$ cat config.mk
export PLATFORM = sky130hd
export DESIGN_NAME = multi_pwm_sync
export DESIGN_NICKNAME = d
export VERILOG_FILES = /design/src/rtl/multi_pwm_sync.sv
export SDC_FILE = /design/constraint.sdc
export NUM_CORES = 1
export LEC_CHECK = 0
export CAP_MARGIN = 5
export CORE_MARGIN = 5
export CORE_UTILIZATION = 61
export DETAILED_ROUTE_END_ITERATION = 10
export PLACE_DENSITY = 0.88
export REMOVE_ABC_BUFFERS = 1
export SYNTH_ARGS = -nofsm -noshare
export SYNTH_HDL_FRONTEND = slang
export SYNTH_SLANG_ARGS = --single-unit
$ cat constraint.sdc
create_clock -name ClkIn -period 2.6 [get_ports ClkIn]
set_input_delay 0.52 -clock ClkIn [delete_from_list [all_inputs] [get_ports ClkIn]]
set_output_delay 0.52 -clock ClkIn [all_outputs]
set_load 0.02 [all_outputs]
$ cat src/rtl/multi_pwm_sync.sv
// Multi-channel PWM generator sharing one period counter. Duty, period, prescaler and mode
// are double-buffered and move into the active set at the period boundary or on ForceUpdate.
module multi_pwm_sync #(
  parameter int unsigned NB_PWM      = 8,
  parameter int unsigned RESOLUTION  = 8,
  parameter int unsigned PRESC_WIDTH = 8,
  parameter int unsigned ADDR_W      = 4,
  localparam int unsigned DATA_W = (RESOLUTION > PRESC_WIDTH) ? RESOLUTION : PRESC_WIDTH
) (
  input  logic              ClkIn,
  input  logic              Reset,
  input  logic              WrEn,
  input  logic [ADDR_W-1:0] WrAddr,
  input  logic [DATA_W-1:0] WrData,
  input  logic              ForceUpdate,
  input  logic [NB_PWM-1:0] oe,
  input  logic [NB_PWM-1:0] Pol,
  output logic [NB_PWM-1:0] PWMout,
  output logic              PeriodEnd
);

  typedef enum logic {DirUp, DirDown} dir_e;

  logic [RESOLUTION-1:0]  r_ton_s [NB_PWM];
  logic [RESOLUTION-1:0]  r_ton_a [NB_PWM];
  logic [RESOLUTION-1:0]  r_per_s, r_per_a;
  logic [PRESC_WIDTH-1:0] r_presc_s, r_presc_a;
  logic                   r_mode_s, r_mode_a;
  logic [RESOLUTION-1:0]  r_cnt;
  logic [PRESC_WIDTH-1:0] r_pre;
  dir_e                   r_dir;
  logic [NB_PWM-1:0]      r_pwm;
  logic                   r_pend;

  logic                   w_tick, w_bnd, w_load;
  logic [RESOLUTION-1:0]  w_cnt_d;
  logic [PRESC_WIDTH-1:0] w_pre_d;
  dir_e                   w_dir_d;
  logic [NB_PWM-1:0]      w_pwm_d;

  always_comb begin
    w_tick  = (r_pre == r_presc_a);
    w_bnd   = 1'b0;
    w_cnt_d = r_cnt;
    w_dir_d = r_dir;
    w_pre_d = w_tick ? '0 : r_pre + PRESC_WIDTH'(1);
    if (w_tick) begin
      if (!r_mode_a) begin
        if (r_cnt == r_per_a) w_bnd = 1'b1;
        else                  w_cnt_d = r_cnt + RESOLUTION'(1);
      end else if (r_per_a == '0) begin
        w_bnd = 1'b1;
      end else if (r_dir == DirUp) begin
        if (r_cnt == r_per_a) begin
          // With a period of 1 the turn-around step already lands on 0.
          if (r_per_a == RESOLUTION'(1)) begin
            w_bnd = 1'b1;
          end else begin
            w_cnt_d = r_cnt - RESOLUTION'(1);
            w_dir_d = DirDown;
          end
        end else begin
          w_cnt_d = r_cnt + RESOLUTION'(1);
        end
      end else begin
        if (r_cnt == RESOLUTION'(1)) w_bnd = 1'b1;
        else                         w_cnt_d = r_cnt - RESOLUTION'(1);
      end
    end
    w_load = w_bnd | ForceUpdate;
    if (w_load) begin
      w_cnt_d = '0;
      w_dir_d = DirUp;
      w_pre_d = '0;
    end
  end

  always_comb begin
    w_pwm_d = '0;
    for (int i = 0; i < NB_PWM; i++) begin
      w_pwm_d[i] = oe[i] ? ((r_cnt < r_ton_a[i]) ^ Pol[i]) : Pol[i];
    end
  end

  always_ff @(posedge ClkIn) begin
    if (Reset) begin
      r_ton_s   <= '{default: '0};
      r_ton_a   <= '{default: '0};
      r_per_s   <= '1;
      r_per_a   <= '1;
      r_presc_s <= '0;
      r_presc_a <= '0;
      r_mode_s  <= 1'b0;
      r_mode_a  <= 1'b0;
      r_cnt     <= '0;
      r_pre     <= '0;
      r_dir     <= DirUp;
      r_pwm     <= '0;
      r_pend    <= 1'b0;
    end else begin
      // Non-blocking order means a write on the load edge moves the old shadow value.
      if (WrEn) begin
        for (int i = 0; i < NB_PWM; i++) begin
          if (WrAddr == ADDR_W'(i)) r_ton_s[i] <= WrData[RESOLUTION-1:0];
        end
        if (WrAddr == ADDR_W'(NB_PWM))     r_per_s   <= WrData[RESOLUTION-1:0];
        if (WrAddr == ADDR_W'(NB_PWM + 1)) r_presc_s <= WrData[PRESC_WIDTH-1:0];
        if (WrAddr == ADDR_W'(NB_PWM + 2)) r_mode_s  <= WrData[0];
      end
      if (w_load) begin
        r_ton_a   <= r_ton_s;
        r_per_a   <= r_per_s;
        r_presc_a <= r_presc_s;
        r_mode_a  <= r_mode_s;
      end
      r_cnt  <= w_cnt_d;
      r_pre  <= w_pre_d;
      r_dir  <= w_dir_d;
      r_pwm  <= w_pwm_d;
      r_pend <= w_load;
    end
  end

  assign PWMout    = r_pwm;
  assign PeriodEnd = r_pend;

endmodule

==> flow_summary.json <==
{
  "status": "finished, final reports clean",
  "slew_viol_final": 0,
  "setup_viol": 0,
  "hold_buffers": 0,
  "fillers": 1059,
  "clk_pin_slew_worst_paths_ps": 60,
  "final_antenna_net_count": 0,
  "nets": 1137,
  "drt-total-wl_um": 20100,
  "r2r_end": "r_ton_a[12]",
  "synth_edf_count": 0,
  "synthArstFlopShare": 0,
  "grt_remaining_overflow": 0,
  "numPortBuffers": 40,
  "regArea_um2": 3760,
  "ys_ff_latch": 188,
  "yosys.area.top_type": "dfxtp_1",
  "drcViolationCount": 0,
  "p_sw_uw": 1340,
  "cts.htree.levels": 4,
  "critical_path_class": "reg -> reg",
  "cp_max_fo": 81,
  "cp-startpoint": "r_per_a[3]",
  "setup-tns-final_ps": 0,
  "synth-warning-count": 0,
  "synth.distinct_cells": 47,
  "postCtsSetupRepairBufs": 0,
  "place_hpwl_um": 12300,
  "fp.coreArea_um2": 14600,
  "slowest_delay_ps": 450,
  "wl_per_cell_um": 16.1,
  "crit_end": "r_ton_a[12]",
  "power.density_nw_per_um2": 584,
  "slew_headroom": 0.500,
  "start_kind": "flop",
  "total_power_uw": 6060,
  "yosysTopAreaCellShare": 0.409,
  "p_clk_frac": 0.440,
  "gp_congestion": 0.909,
  "dieHeight_um": 133,
  "ys_seq_area_frac": 0.409,
  "diodes": 0,
  "synthToLayoutAreaGrowth_pct": 12.6,
  "p_int_uw": 4720,
  "antenna_found_initial": 0,
  "arrival_ps": 2770,
  "hold_ws_ps": 452,
  "leakage_uw": 0.00387,
  "preCtsSetupSlack_ps": 297,
  "tightestPinTransition_ps": 748,
  "die_width_um": 133,
  "gr-usage-met1": 0.304,
  "grt_max_degree": 82,
  "via_per_inst": 5.57,
  "p_seq_frac": 0.487,
  "avgSynthCellArea_um2": 9.07,
  "finalHoldViolCount": 0,
  "worstPathRequired_ps": 2960,
  "cap_violations": 0,
  "grt.busiest_layer": "met2",
  "drt_iter0_markers": 493,
  "crit_slowest_cell": "nor4_1",
  "postLayoutCellArea_um2": 10400,
  "yosys-top-cells-area": "dfxtp_1 41%, mux2i_1 8.6%, ha_1 8.2%",
  "setup_ws_ps": 195,
  "dpl_cell_area_um2": 9750,
  "cts_tree": "built",
  "r2r_slack_ps": 200,
  "grt_first_pass_wirelength_um": 32900,
  "fmax_mhz": 416,
  "grt_pass1_vias": 6794,
  "die-area_um2": 17600,
  "multi_input_area_um2": 4840,
  "use_met3": 0.0440,
  "syn_area_um2": 9200,
  "firstDrtPassIters": 5,
  "crit_path_end_kind": "flop",
  "ys.flop_type": "dfxtp_1",
  "r2r-start": "r_per_a[3]",
  "use_met2": 0.373,
  "grt_util_all_layers": 0.230,
  "crit_chain": "nor4_1, nand4b_1, a211oi_2, a311o_2, buf_12, nand2_1, a21oi_2",
  "dr_total_vias": 6915,
  "ir_drop_mv": 0.506,
  "cts_resized": 0,
  "combPwrFrac": 0.073,
  "fin_skew_ps": 6.72,
  "fp-row-count": 44,
  "drive_gt1_frac": 0.181,
  "final.min_clock_period_ps": 2400,
  "start_util": 0.629,
  "insertion_delay_ps": 430,
  "ctsLongestPathBuffers": 2,
  "cts-root-buf": "clkbuf_16",
  "synth_most_common_cell": "dfxtp_1",
  "rr_worst_depth": 7,
  "period_share": 0.925,
  "ios": 41,
  "clock-sinks": 188,
  "swShare": 0.221,
  "holdCritPathClass": "reg -> reg",
  "cts_made_buffers": 17,
  "synth.cells.most_frequent": "188 x dfxtp_1, 124 x nand2_1, 99 x nor2_1",
  "rsz0062_at_grt": "no",
  "synth_cells": 1015
}
## final cells by class
class	count	area share
multi-input cells	700	0.467
flip-flops and latches	188	0.363
repair buffers	69	0.0634
clock buffers	27	0.0485
inverters	69	0.0250
well taps	184	0.0222
clock inverters	5	0.0101
## stage by stage
stage / instances / util
after floorplan: 957 / -
after global placement: 1210 / 0.666
after detailed placement: 1210 / 0.666
after CTS: 1242 / 0.708
after global routing: 1242 / 0.708
final: 1242 / 0.708
## registers in the layout, indices dropped and copies added, names as in the netlist
| name | cells |
|---|---|
| r_ton_a | 64 |
| r_cnt | 8 |
| r_mode_a | 1 |
| r_dir | 1 |
| r_presc_s | 8 |
| r_ton_s | 64 |
| r_presc_a | 8 |
| r_per_a | 8 |
| PWMout | 8 |
| r_per_s | 8 |
| r_mode_s | 1 |
| r_pre | 8 |
| PeriodEnd | 1 |
## how the worst min path moves through the flow
stage                  endpoint  slack (ps)   startpoint  cells after the start
finish              r_ton_a[42]         450  r_ton_a[42]                      2
floorplan            r_ton_a[1]         430   r_ton_a[1]                      2
global route         r_ton_a[6]         460   r_ton_a[6]                      2
detailed placement   r_ton_a[6]         440   r_ton_a[6]                      2
global placement     r_ton_a[3]         440   r_ton_a[3]                      2
CTS                  r_ton_a[6]         450   r_ton_a[6]                      2
## routing by layer
layer | vias up | wire (µm)
li1 | 3436 | -
met2 | 169 | 9280
met5 | - | 0
met1 | 3266 | 9230
met3 | 44 | 1040
met4 | 0 | 499
## kinds of logic after synthesis
family | after synthesis | share of synthesized area
AND/OR/NAND/NOR | 379 | 0.201
adder cells (fa/ha/maj) | 60 | 0.0816
buffers and inverters | 127 | 0.0650
AO/OA/AOI/OAI | 150 | 0.125
XOR/XNOR | 24 | 0.0228
multiplexers | 87 | 0.0957
flip-flops | 188 | 0.409
## cell usage in the layout (no fill, tap or decap), types with 17 or more instances in the layout
cell             Yosys  layout
nor2b_1             17      17
nor2_1              99      99
nand2_2             59      59
a21oi_2             60      60
mux2i_1             79      79
nand3b_1            22      22
buf_4                5      26
nand2b_1            24      24
o21ai_0             19      19
clkbuf_16            0      17
nand2_1            124     124
a21oi_1             28      28
clkdlybuf4s50_1      0      39
dfxtp_1            188     188
inv_1               69      69
ha_1                60      60
## worst max-delay path: cells and delay by family, from the launching register on
kind | cells | cell delay, ps
AO/OA/AOI/OAI | 3 | 810
AND/OR/NAND/NOR | 3 | 800
flip-flops | 1 | 330
buffers and inverters | 1 | 310
## power by group through the flow
stage | Clock [µW] | Sequential [µW] | Combinational, µW
finish | 2660 | 2950 | 443
global route | 2830 | 2950 | 480
CTS | 2710 | 2950 | 442
detailed placement | 0 | 3010 | 437
global placement | 0 | 3010 | 430
floorplan | 0 | 3020 | 191
Power figures use the tool's default switching activity.
